--- src/rtl/mem_port_arbiter.sv ---
// Arbitrates the core's fetch and data ports onto one variable-latency memory port.
// Optional `ARB_FAIR_EN: after MAX_STREAK data grants while fetch is waiting, fetch wins.
module mem_port_arbiter #(
   parameter int unsigned ADDR_W     = 32,
   parameter int unsigned DATA_W     = 32,
   parameter int unsigned TIMEOUT    = 15,
   parameter int unsigned MAX_STREAK = 3
) (
   input  logic              clk_i,
   input  logic              rst_ni,
   input  logic              if_req_i,
   input  logic [ADDR_W-1:0] if_addr_i,
   output logic              if_ready_o,
   output logic [DATA_W-1:0] if_rdata_o,
   input  logic              d_req_i,
   input  logic              d_we_i,
   input  logic [3:0]        d_amp_i,
   input  logic [ADDR_W-1:0] d_addr_i,
   input  logic [DATA_W-1:0] d_wdata_i,
   output logic              d_ready_o,
   output logic [DATA_W-1:0] d_rdata_o,
   output logic              m_req_o,
   output logic              m_we_o,
   output logic [3:0]        m_amp_o,
   output logic [ADDR_W-1:0] m_addr_o,
   output logic [DATA_W-1:0] m_wdata_o,
   input  logic              m_ack_i,
   input  logic [DATA_W-1:0] m_rdata_i,
   output logic              err_o,
   output logic              busy_o
);

   typedef enum logic [1:0] {StIdle, StIssue, StResp} state_e;

   // Counter value in the last ISSUE cycle before the watchdog fires.
   localparam logic [7:0] TimeoutLast = 8'(TIMEOUT - 1);
   localparam logic [7:0] MaxStreak   = 8'(MAX_STREAK);

   state_e            state_q, state_d;
   logic              owner_q, owner_d;  // 1 = data port owns the transaction
   logic              we_q, we_d;
   logic [3:0]        amp_q, amp_d;
   logic [ADDR_W-1:0] addr_q, addr_d;
   logic [DATA_W-1:0] wdata_q, wdata_d;
   logic [7:0]        cnt_q, cnt_d;
   logic [DATA_W-1:0] if_rdata_q, if_rdata_d;
   logic [DATA_W-1:0] d_rdata_q, d_rdata_d;
   logic              err_q, err_d;
   logic              pick_data;

`ifdef ARB_FAIR_EN
   logic [7:0] streak_q, streak_d;

   assign pick_data = d_req_i && !(if_req_i && (streak_q == MaxStreak));

   always_comb begin
      streak_d = streak_q;
      if (state_q == StIdle && (if_req_i || d_req_i)) begin
         streak_d = (pick_data && if_req_i) ? streak_q + 8'd1 : 8'd0;
      end
   end

   always_ff @(posedge clk_i or negedge rst_ni) begin
      if (!rst_ni) streak_q <= 8'd0;
      else         streak_q <= streak_d;
   end
`else
   logic unused_max_streak;

   assign unused_max_streak = ^MaxStreak;
   assign pick_data         = d_req_i;
`endif

   always_comb begin
      state_d    = state_q;
      owner_d    = owner_q;
      we_d       = we_q;
      amp_d      = amp_q;
      addr_d     = addr_q;
      wdata_d    = wdata_q;
      cnt_d      = cnt_q;
      if_rdata_d = if_rdata_q;
      d_rdata_d  = d_rdata_q;
      err_d      = err_q;
      unique case (state_q)
         StIdle: begin
            if (if_req_i || d_req_i) begin
               owner_d = pick_data;
               cnt_d   = 8'd0;
               state_d = StIssue;
               if (pick_data) begin
                  we_d    = d_we_i;
                  amp_d   = d_amp_i;
                  addr_d  = d_addr_i;
                  wdata_d = d_wdata_i;
               end else begin
                  we_d    = 1'b0;
                  amp_d   = 4'hF;
                  addr_d  = if_addr_i;
                  wdata_d = '0;
               end
            end
         end
         StIssue: begin
            // An ack in the watchdog's final cycle still wins.
            if (m_ack_i) begin
               if (owner_q) d_rdata_d  = m_rdata_i;
               else         if_rdata_d = m_rdata_i;
               state_d = StResp;
            end else if (cnt_q == TimeoutLast) begin
               if (owner_q) d_rdata_d  = '0;
               else         if_rdata_d = '0;
               err_d   = 1'b1;
               state_d = StResp;
            end else begin
               cnt_d = cnt_q + 8'd1;
            end
         end
         StResp:  state_d = StIdle;
         default: state_d = StIdle;
      endcase
   end

   always_ff @(posedge clk_i or negedge rst_ni) begin
      if (!rst_ni) begin
         state_q    <= StIdle;
         owner_q    <= 1'b0;
         we_q       <= 1'b0;
         amp_q      <= 4'h0;
         addr_q     <= '0;
         wdata_q    <= '0;
         cnt_q      <= 8'd0;
         if_rdata_q <= '0;
         d_rdata_q  <= '0;
         err_q      <= 1'b0;
      end else begin
         state_q    <= state_d;
         owner_q    <= owner_d;
         we_q       <= we_d;
         amp_q      <= amp_d;
         addr_q     <= addr_d;
         wdata_q    <= wdata_d;
         cnt_q      <= cnt_d;
         if_rdata_q <= if_rdata_d;
         d_rdata_q  <= d_rdata_d;
         err_q      <= err_d;
      end
   end

   assign m_req_o    = (state_q == StIssue);
   assign m_we_o     = m_req_o & we_q;
   assign m_amp_o    = m_req_o ? amp_q : 4'h0;
   assign m_addr_o   = m_req_o ? addr_q : '0;
   assign m_wdata_o  = m_req_o ? wdata_q : '0;
   assign if_ready_o = (state_q == StResp) && !owner_q;
   assign d_ready_o  = (state_q == StResp) && owner_q;
   assign if_rdata_o = if_rdata_q;
   assign d_rdata_o  = d_rdata_q;
   assign err_o      = err_q;
   assign busy_o     = (state_q != StIdle);

endmodule

--- config.mk ---
export PLATFORM = sky130hd
export DESIGN_NAME = mem_port_arbiter
export DESIGN_NICKNAME = d
export VERILOG_FILES = /design/src/rtl/mem_port_arbiter.sv
export SDC_FILE = /design/constraint.sdc
export NUM_CORES = 1
export LEC_CHECK = 0
export ABC_AREA = 1
export BUFFER_PORTS_ARGS = -buffer_cell sky130_fd_sc_hd__buf_4
export CAP_MARGIN = 20
export CORE_MARGIN = 5
export CORE_UTILIZATION = 24
export CTS_BUF_LIST = sky130_fd_sc_hd__clkbuf_16
export DETAILED_ROUTE_END_ITERATION = 10
export SETUP_SLACK_MARGIN = 0.5
export SYNTH_ARGS = -nofsm -noshare
export SYNTH_HDL_FRONTEND = slang
export SYNTH_SLANG_ARGS = --single-unit
export TNS_END_PERCENT = 30
--- constraint.sdc ---
create_clock -name clk_i -period 1.9 [get_ports clk_i]
set_input_delay 0.38 -clock clk_i [delete_from_list [all_inputs] [get_ports clk_i]]
set_output_delay 0.38 -clock clk_i [all_outputs]
set_load 0.02 [all_outputs]
==> metrics.md <==
| Metric | Value |
|---|---|
| Outcome | complete, but fails checks |
| Failing checks | negative setup slack |
| DR WL/cell | 16.23 um |
| Hold path cells | 3 |
| DRT Pass-1 Iters | 5 |
| Post-DP HPWL | 16540 um |
| Skew-Pair Late Insertion Delay | 0.42 ns |
| Final nets | roughly 1200 |
| Synth warn | 0 |
| Die Area | 31180 um2 |
| Vias per cell | approximately 4.4 |
| Inserted Clock Buffers | 17 |
| Crit path required time | 1.52 ns |
| Layout cells sized above 1 | 48.29% |
| Pwr/cell area | 1743 nW/um2 |
| IO Port Bufs | 275 |
| Maxcap violations | 0 |
| Worst hold path endpoint | wdata_q[23]$_DFFE_PN0P_ |
| Pin count of the biggest net entering global routing | 99 |
| Synthesized netlist cell count | 821 |
| Vias | ~6600 |
| Crit path launch type | register |
| Worst relative slew slack | 67.46% |
| Clock Pin Slew Worst Setup and Hold Paths | 0.08 ns |
| Top-level I/O count | roughly 280 |
| Starting Density | 24.17% |
| Setup Skew | 0.01314 ns |
| Synthesized area | 6659 um2 |
| Initial antenna violation count | 0 |
| RSZ-0062 raised after global routing | yes |
| R2R depth | 6 |
| Root Buffer | clkbuf_16 |
| Filler Cell Count | 2694 |
| Sequential-to-total area share from yosys stat | 54.49% |
| Leak | 5.519 nW |
| Least-Margin Pin Slew | 0.4880 ns |
| Max FO, Critical Path | 7 |
| Hold Vio Cnt, Final | 0 |
| Detail Route Antenna Nets | 0 |
| R2r setup slk | 0.16 ns |
| Pins Over Slew Limit | 0 |
| Placement Setup Slack | 0.2105 ns |
| Crit. End Element | primary output |
| Total power | roughly 20 mW |
| Total Routing Usage GR | 14.95% |
| CTS tree | built |
| ANT cells | 0 |
| Register bit count reported by yosys | approximately 150 |
| Worst reg2reg path endpoint | amp_q[0]$_DFFE_PN0P_ |
| Iteration-0 DRC Markers | about 340 |
| Final wirelength | 24180 um |
| Fin crit period | 1.952 ns |
| Mapped Nets | 961 |
| Die Y | 176.6 um |
| Final worst-path cycle share | 102.7% |
| Mean Syn Cell Area | 8.111 um2 |
| Grt ovf | 0 |
| Residual DRC | 0 |
| Reg2reg start | state_q[0]$_DFFE_PN0P_ |
| Row count | about 60 |
| Max Freq | 512.3 MHz |
| WS Path Type | reg -> out |
| Synth-to-Final Area Change | 71.65% |
| Maximum VDD drop | 746.6 uV |
| Global-route wire length before repair | 37160 um |
| Vias in the first global route | between 6000 and 7000 |
| HP Start | d_wdata_i[23] |
| Netlist cell types | 26 |
| Class of the worst hold path | in -> reg |
| Clock Path Buffers | 2 |
| Die width | 176.6 um |
| Htree depth | 4 |
| Core ar. | 27550 um2 |
| Final setup viols | 54 |
| CP arrival | 1.57 ns |
| Clock sink count | 145 |
| GP Congestion | 0.8155 |
| Setup ws final | -0.05202 ns |
## placed cells by master, fill, tap and decap left out, types with 5 or more instances in the layout
cell type  count
buf_4        204
nand2_1      150
dfrtp_1      140
buf_6         90
inv_1         75
nand4_1       64
nor2_4        59
nor2_1        58
nand2_2       57
nand2_4       47
o21ai_0       34
a31oi_1       32
clkbuf_16     22
buf_12        10
nand3_1        9
nor2_2         7
inv_8          6
a21oi_1        6
dfrtp_2        5
## cell type report
class                   count  area (um2)  share of cell area, %
well taps                 378       473.0                  4.138
clock buffers              17       425.4                  3.722
repair buffers            314        2990                  26.16
flip-flops and latches    145        3635                  31.80
inverters                  81       317.8                  2.781
multi-input cells         540        3416                  29.89
clock inverters            15       172.7                  1.511
## synthesized netlist by cell type
cell type	n	area (um2)
a21o_1	1	7.510
a21oi_1	6	30.03
a31oi_1	32	200.2
buf_1	2	7.510
buf_2	19	95.09
buf_6	9	101.4
clkbuf_1	27	101.4
clkinv_1	1	3.750
dfrtp_1	145	3628
ha_1	2	25.02
inv_1	77	289.0
inv_2	3	11.26
nand2_1	251	942.2
nand2_2	2	12.51
nand3_1	9	45.04
nand3_2	2	20.02
nand3_4	1	17.52
nand4_1	64	400.4
nor2_1	123	461.7
nor2_2	1	6.260
nor3_1	2	10.01
o21ai_0	34	170.2
o21ai_1	2	10.01
o21ai_2	4	35.03
o21bai_4	1	18.77
xor2_1	1	8.760
## report_power, final
group	internal, mW	total (mW)	switching (mW)
Combinational	4.75	11.0	6.22
Sequential	4.43	5.47	1.04
Clock	1.88	3.48	1.60
Total	11.1	19.9	8.86
## sequential cells by signal, summed over array words and instances, names as in the netlist
signal	flops
amp_q	4
state_q	2
if_rdata_o	32
cnt_q	8
d_rdata_o	32
owner_q	1
addr_q	32
wdata_q	32
we_q	1
err_o	1
## cell families after synthesis
| kind of cell | count (synthesis) | share of synthesized area, % |
|---|---|---|
| and+or+nand+nor | 455 | 28.77 |
| adders and majority gates | 2 | 0.3757 |
| DFF | 145 | 54.49 |
| buffers and inverters | 138 | 9.151 |
| xor gates and xnor gates | 1 | 0.1316 |
| AOI/OAI and AO/OA | 80 | 7.084 |
## how the worst max path moves through the flow
stage	slack, ns	from	to
finish	-0.05	state_q[0]$_DFFE_PN0P_	m_wdata_o[4]
global route	-0.11	state_q[0]$_DFFE_PN0P_	m_wdata_o[4]
CTS	-0.07	state_q[0]$_DFFE_PN0P_	m_addr_o[20]
detailed placement	0.21	state_q[0]$_DFFE_PN0P_	d_rdata_o[10]$_DFFE_PN0P_
global placement	0.24	state_q[0]$_DFFE_PN0P_	if_rdata_o[24]$_DFFE_PN0P_
floorplan	0.33	owner_q$_DFFE_PN0P_	if_ready_o
## critical path, stage by stage, from the launching register on
cell,delay [ns]
dfrtp_2,0.52
nand2_4,0.18
clkbuf_16,0.21
nor2_1,0.09
buf_4,0.15
## per-layer routing
metal / wire, um / vias to the layer above / GRT usage (%)
met2: 11220 / 269 / 23.12
met3: 2166 / 19 / 4.904
li1: - / 3176 / -
met4: 295 / 0 / 4.255
met5: 0 / - / 0
met1: 10500 / 3161 / 20.10
## timing repair
action | in CTS | in global routing
pin swaps | 67 | 112
setup buffers | 3 | 2
gates resized for setup | 126 | 180
hold buffers | 1 | 0
endpoints found under the hold margin | 37 | 0
gates cloned | 2 | 6
endpoints found under the setup margin | 216 | 249
## per-stage QoR
step	std cells	instance area (um2)	hold slack (ns)	TNS, ns	util [%]
after floorplan	821	7002	0.08441	0	-
after global placement	1444	9544	0.3601	0	34.64
after detailed placement	1444	9544	0.3627	0	34.64
after CTS	1482	10590	0.1373	-1.244	38.42
after global routing	1490	11430	0.1501	-5.113	41.48
final	1490	11430	0.1597	-1.142	41.48
(Power assumes the default switching activity.)
